<file path="config.mk">
export PLATFORM = sky130hd
export DESIGN_NAME = auth_cmd_tx_flat
export DESIGN_NICKNAME = d
export VERILOG_FILES = /design/src/rtl/auth_pkg.sv /design/src/rtl/auth_cmd_tx_if.sv /design/src/rtl/auth_uart_tx.sv /design/src/rtl/auth_cmd_tx.sv /design/src/flat_wrapper.sv
export SDC_FILE = /design/constraint.sdc
export NUM_CORES = 1
export LEC_CHECK = 0
export ABC_AREA = 1
export BUFFER_PORTS_ARGS = -buffer_cell sky130_fd_sc_hd__buf_2
export CORE_MARGIN = 8
export CORE_UTILIZATION = 35
export CTS_BUF_LIST = sky130_fd_sc_hd__clkbuf_8
export DETAILED_ROUTE_END_ITERATION = 16
export GPL_ROUTABILITY_DRIVEN = 1
export PLACE_DENSITY = 0.49
export SETUP_SLACK_MARGIN = 0.02
export SYNTH_ARGS = -nofsm -noshare
export SYNTH_HDL_FRONTEND = slang
export SYNTH_SLANG_ARGS = --single-unit
</file>
<file path="constraint.sdc">
create_clock -name clk -period 3 [get_ports clk]
set_clock_uncertainty 0.1 [all_clocks]
set_input_delay 0.3 -clock clk [delete_from_list [all_inputs] [get_ports clk]]
set_output_delay 0.3 -clock clk [all_outputs]
set_load 0.1 [all_outputs]
</file>
<file path="src/rtl/auth_pkg.sv">
// Shared definitions for the authorization link: command codes and the
// 8N1 transmitter state encoding, used by both the TX and RX sides.
package auth_pkg;

  localparam logic [7:0] AUTH_CODE_GO   = 8'h47;  // 'G' power up
  localparam logic [7:0] AUTH_CODE_STOP = 8'h53;  // 'S' stop request

  typedef enum logic [1:0] {
    IDLE,
    START,
    DATA,
    STOP
  } tx_state_t;

  function automatic logic [7:0] auth_code(input logic is_stop);
    return is_stop ? AUTH_CODE_STOP : AUTH_CODE_GO;
  endfunction

endpackage

</file>
<file path="src/rtl/auth_cmd_tx_if.sv">
// Request/status bundle between a command source and auth_cmd_tx.
interface auth_cmd_tx_if;
  logic go_req;
  logic stop_req;
  logic TX;
  logic busy;
  logic pending;
  logic cmd_done;

  modport master (output go_req, stop_req, input TX, busy, pending, cmd_done);
  modport slave  (input go_req, stop_req, output TX, busy, pending, cmd_done);
endinterface

</file>
<file path="src/rtl/auth_uart_tx.sv">
// Generic 8N1 UART shifter, LSB first. A load is accepted in IDLE or in the
// last stop-bit cycle, so frames can run back to back with no idle gap.
module auth_uart_tx
  import auth_pkg::*;
#(
  parameter int BAUD_DIV = 5208
) (
  input  logic       clk,
  input  logic       rst,
  input  logic       load,
  input  logic [7:0] data,
  output logic       tx,
  output logic       busy,
  output logic       done,
  output logic       frame_end
);

  localparam logic [15:0] BAUD_LAST = 16'(BAUD_DIV - 1);

  tx_state_t   state_q, state_d;
  logic [15:0] baud_q, baud_d;
  logic [2:0]  bit_q, bit_d;
  logic [7:0]  shreg_q, shreg_d;
  logic        tx_q, tx_d;
  logic        done_q, done_d;
  logic        baud_term;

  assign baud_term = (baud_q == BAUD_LAST);

  always_comb begin
    // NOTE: every output gets a default first so no path through the case infers a latch.
    state_d = state_q;
    baud_d  = baud_term ? 16'd0 : baud_q + 16'd1;
    bit_d   = bit_q;
    shreg_d = shreg_q;
    tx_d    = tx_q;
    done_d  = 1'b0;
    unique case (state_q)
      IDLE: begin
        baud_d = 16'd0;
        if (load) begin
          state_d = START;
          shreg_d = data;
          tx_d    = 1'b0;
        end
      end
      START: begin
        if (baud_term) begin
          state_d = DATA;
          tx_d    = shreg_q[0];
        end
      end
      DATA: begin
        if (baud_term) begin
          bit_d = bit_q + 3'd1;  // wraps back to 0 after bit 7
          if (bit_q == 3'd7) begin
            state_d = STOP;
            tx_d    = 1'b1;
          end else begin
            shreg_d = {1'b0, shreg_q[7:1]};
            tx_d    = shreg_q[1];
          end
        end
      end
      STOP: begin
        if (baud_term) begin
          done_d = 1'b1;
          if (load) begin
            state_d = START;
            shreg_d = data;
            tx_d    = 1'b0;
          end else begin
            state_d = IDLE;
            tx_d    = 1'b1;
          end
        end
      end
      default: state_d = IDLE;
    endcase
  end

  // NOTE: state flops use non-blocking assignments; the shift register is reset too
  // so a frame cut short by rst leaves no stale data behind.
  always_ff @(posedge clk) begin
    if (rst) begin
      state_q <= IDLE;
      baud_q  <= 16'd0;
      bit_q   <= 3'd0;
      shreg_q <= 8'd0;
      tx_q    <= 1'b1;
      done_q  <= 1'b0;
    end else begin
      state_q <= state_d;
      baud_q  <= baud_d;
      bit_q   <= bit_d;
      shreg_q <= shreg_d;
      tx_q    <= tx_d;
      done_q  <= done_d;
    end
  end

  assign tx        = tx_q;
  assign busy      = (state_q != IDLE);
  assign done      = done_q;
  assign frame_end = (state_q == STOP) && baud_term;

endmodule

</file>
<file path="src/rtl/auth_cmd_tx.sv">
// Authorization command transmitter: arbitrates go/stop requests, keeps a
// one-deep pending slot, and feeds the selected code to the 8N1 shifter.
module auth_cmd_tx
  import auth_pkg::*;
#(
  parameter int BAUD_DIV = 5208
) (
  input  logic          clk,
  input  logic          rst,
  auth_cmd_tx_if.slave  bus
);

  logic pend_q, pend_d;
  logic pend_stop_q, pend_stop_d;
  logic req, launch, load, load_stop;
  logic uart_tx, uart_busy, uart_done, frame_end;

  always_comb begin
    req         = bus.go_req | bus.stop_req;
    pend_d      = pend_q;
    pend_stop_d = pend_stop_q;
    load        = 1'b0;
    load_stop   = pend_stop_q;
    launch      = 1'b0;

    // A queued command goes out as soon as the shifter can take it; a fresh
    // request only launches directly when the link is truly quiet, so one
    // arriving alongside cmd_done is treated as busy-time and queued.
    if (pend_q && (frame_end || !uart_busy)) begin
      load   = 1'b1;
      pend_d = 1'b0;
    end else if (req && !uart_busy && !uart_done) begin
      load      = 1'b1;
      load_stop = bus.stop_req;
      launch    = 1'b1;
    end

    // Last request wins the slot, but a queued stop is never displaced by a go.
    if (req && !launch && !(pend_d && pend_stop_d && !bus.stop_req)) begin
      pend_d      = 1'b1;
      pend_stop_d = bus.stop_req;
    end
  end

  always_ff @(posedge clk) begin
    if (rst) begin
      pend_q      <= 1'b0;
      pend_stop_q <= 1'b0;
    end else begin
      pend_q      <= pend_d;
      pend_stop_q <= pend_stop_d;
    end
  end

  auth_uart_tx #(.BAUD_DIV(BAUD_DIV)) u_uart (
    .clk       (clk),
    .rst       (rst),
    .load      (load),
    .data      (auth_code(load_stop)),
    .tx        (uart_tx),
    .busy      (uart_busy),
    .done      (uart_done),
    .frame_end (frame_end)
  );

  assign bus.TX       = uart_tx;
  assign bus.busy     = uart_busy;
  assign bus.pending  = pend_q;
  assign bus.cmd_done = uart_done;

endmodule

</file>
<file path="src/flat_wrapper.sv">
// flat-port wrapper written by rule: the top's interface ports become plain ports
module auth_cmd_tx_flat import auth_pkg::*;
#(
  parameter int BAUD_DIV = 5208
)
  (clk, rst, bus_go_req, bus_stop_req, bus_TX, bus_busy, bus_pending, bus_cmd_done);
  auth_cmd_tx_if bus_i ();
  input  logic clk;
  input  logic rst;
  input wire logic [$bits(bus_i.go_req)-1:0] bus_go_req;
  input wire logic [$bits(bus_i.stop_req)-1:0] bus_stop_req;
  output wire logic [$bits(bus_i.TX)-1:0] bus_TX;
  output wire logic [$bits(bus_i.busy)-1:0] bus_busy;
  output wire logic [$bits(bus_i.pending)-1:0] bus_pending;
  output wire logic [$bits(bus_i.cmd_done)-1:0] bus_cmd_done;
  assign bus_i.go_req = bus_go_req;
  assign bus_i.stop_req = bus_stop_req;
  assign bus_TX = bus_i.TX;
  assign bus_busy = bus_i.busy;
  assign bus_pending = bus_i.pending;
  assign bus_cmd_done = bus_i.cmd_done;
  auth_cmd_tx #(.BAUD_DIV(BAUD_DIV)) u_core (.clk(clk), .rst(rst), .bus(bus_i));
endmodule
</file>
==> summary.md <==
| Metric | Value |
|---|---|
| Status | `complete, no violations` |
| MaxCap Viol Count | `0` |
| Nets | `between 200 and 300` |
| Initial antenna violation count | `0` |
| Core Rows | `25` |
| Dpl hpwl | `around 2.4 mm` |
| Number of hold-repair buffers added at the cts stage | `0` |
| Post-Route WL | `roughly 3.2 mm` |
| Placement Cell Area | `~1700 um2` |
| Antenna cells | `0` |
| H-tree levels | `2` |
| EDFF count, synth | `0` |
| Post-layout min period | `2.022 ns` |
| Largest net degree at the start of global routing | `17` |
| Async SR Flop Fraction | `0` |
| Fin crit share | `0.6742` |
| Hold Slack | `0.1877 ns` |
| PwrDens | `820.1 nW/um2` |
| Via-to-Cell Ratio | `around 4.7` |
| Total gr overflow | `0` |
| Fin. Hold Viols | `0` |
| Post-cts sizing count | `0` |
| Layout Cells excl Fill | `294` |
| Max Slew Vio Count | `0` |
| Via Count | `around 1,400` |
| Commonest non-fill, non-tap cell in the layout | `nand2_1` |
| Routed Antenna Nets | `0` |
| #FFs+latches synth | `32` |
| WL/cell | `roughly 11 um` |
| Most frequent cells in the layout | `46 x nand2_1, 33 x nor2_1, 32 x dfxtp_1, 31 x inv_1, 15 x a21oi_1` |
| Netlist cell types | `31` |
| First DRT Iteration DRCs | `46` |
| Setup TNS | `0 ns` |
| Final GP Congestion | `0.7896` |
| Max VDD drop | `251.7 uV` |
| Die Wd | `84.75 um` |
| Core area | `4629 um2` |
| Synth area leaders | `dfxtp_1 39%, nand2_1 10%, nor2_1 7.5%` |
| Critical path class | `reg2out` |
| I/O Buffers | `7` |
| First-pass iteration count of the detailed router | `4` |
| Root Driver | `clkbuf_8` |
| CP endpoint kind | `output pin` |
| Ys flop type | `dfxtp_1` |
| Post-synthesis cell area | `1654 um2` |
| CTS tree | `built` |
| Register clock-pin slew on the reported worst setup and hold paths | `0.07 ns` |
| Fmax | `0.4944 GHz` |
| IO Pins | `8` |
| Startpoint types | `flip-flop` |
| Arr. time, crit path | `around 1.6 ns` |
| Area growth syn-to-layout | `11.04%` |
| Final setup violation count | `0` |
| Post-Syn Area per Cell | `7.287 um2` |
| Register area share after synthesis | `0.3873` |
| Chip Height | `around 85 um` |
| Remaining DRCs | `0` |
| Num CTS Buffers | `5` |
| Post-Syn Nets | `239` |
| CP max FO | `5` |
| Worst-Skew Late Latency | `0.28 ns` |
| Slew HR | `0.5614` |
| Vias in the first global route | `1,317` |
| Die footprint | `7182 um2` |
| Final Cell Area | `1837 um2` |
| Syn. warnings | `0` |
| Lkg Pwr | `around 0.78 nW` |
| Hold crit path type | `in2reg` |
| Largest area contributor in the netlist | `dfxtp_1` |
| Starting density of the core | `0.3573` |
| RSZ-0062 raised after global routing | `false` |
| Cells after DPL | `286` |
| Synthesized instance count | `about 230` |
| Yosys top cell area share | `0.3873` |
| First-pass GRT wire length | `a little under 6 mm` |
| Total GRT Usage | `0.1011` |
| Clk buf depth | `2` |
| Share of layout cells above drive strength 1 | `0.1417` |
| Slew @ Worst Pin | `around 0.66 ns` |
| Setup bufs post-CTS | `0` |
| # clock sinks | `32` |
| Worst Path Required | `2.60 ns` |
-- state kept, by name (all words and copies together) (netlist names) --
| signal | flops |
|---|---|
| u_core.u_uart.done | 1 |
| u_core.u_uart.tx | 1 |
| u_core.u_uart.baud_q | 16 |
| u_core.u_uart.bit_q | 3 |
| u_core.bus.pending | 1 |
| u_core.pend_stop_q | 1 |
| u_core.u_uart.shreg_q | 7 |
| u_core.u_uart.state_q | 2 |
-- where the power goes --
group	internal [W]	leakage (nW)	total [W]	switching, W
logic	0.000182	0.463	0.000639	0.000456
registers	0.000491	0.260	0.000533	0.0000418
clock network	0.000180	0.0538	0.000335	0.000155
-- synthesized netlist by cell type, drive strengths merged (3+ instances only) --
cell type / number
nand3: 13
xor2: 3
inv: 29
a21oi: 17
ha: 8
o21ai: 9
nand2: 54
dfxtp: 32
nor2: 37
nor3: 7
-- stage by stage --
stage          utilization  power [W]  setup WS (ns)
3_3_place_gp        0.3773   0.001193          1.060
5_1_grt             0.3968   0.001638         0.8483
3_5_place_dp        0.3773   0.001185          1.028
4_1_cts             0.3968   0.001534         0.9651
6_report            0.3968   0.001506         0.9775
2_1_floorplan            -   0.001073         0.7202
-- routing by layer --
layer,share of wire,GRT usage,vias to the layer above
li1,-,-,748
met1,0.54,0.1281,605
met3,0.035,0.03512,6
met4,0.020,0.04854,0
met2,0.41,0.1482,11
met5,0,0,-
-- critical path, cell delays in order, from the launching register on --
cell and delay [ns]:
dfxtp_1 0.38, inv_1 0.12, ha_1 0.25, inv_1 0.14, buf_2 0.45
-- path summary, 6_finish.rpt --
kind / start / to / slack [ns] / depth (start not counted)
worst min-delay path: bus_stop_req / u_core.pend_stop_q / 0.19 / 3
worst max-delay path: u_core.u_uart.state_q[0] / bus_busy / 0.98 / 4
worst min register to register: u_core.u_uart.baud_q[0] / u_core.u_uart.baud_q[0] / 0.35 / 1
worst max register to register: u_core.u_uart.state_q[0] / u_core.u_uart.shreg_q[2] / 1.03 / 11
-- kinds of logic (layout without fill, tap and decap cells) --
group / Yosys count / count (layout) / synth area share
simple gates: 120 / 120 / 0.3449
compound gates: 31 / 31 / 0.1089
buf+inv: 32 / 45 / 0.07715
fa+ha+maj: 8 / 8 / 0.06052
xor+xnor: 4 / 4 / 0.02118
flops: 32 / 32 / 0.3873
-- cell type report --
| cell class | count | area (um2) |
|---|---|---|
| well taps | 54 | 67.56 |
| multi-input cells | 163 | 885.9 |
| inverters | 30 | 117.6 |
| flip-flops and latches | 32 | 640.6 |
| fillers | 498 | 2793 |
| repair buffers | 7 | 35.03 |
| clock inverters | 2 | 7.507 |
| clock buffers | 6 | 82.58 |
Power figures use the tool's default switching activity.
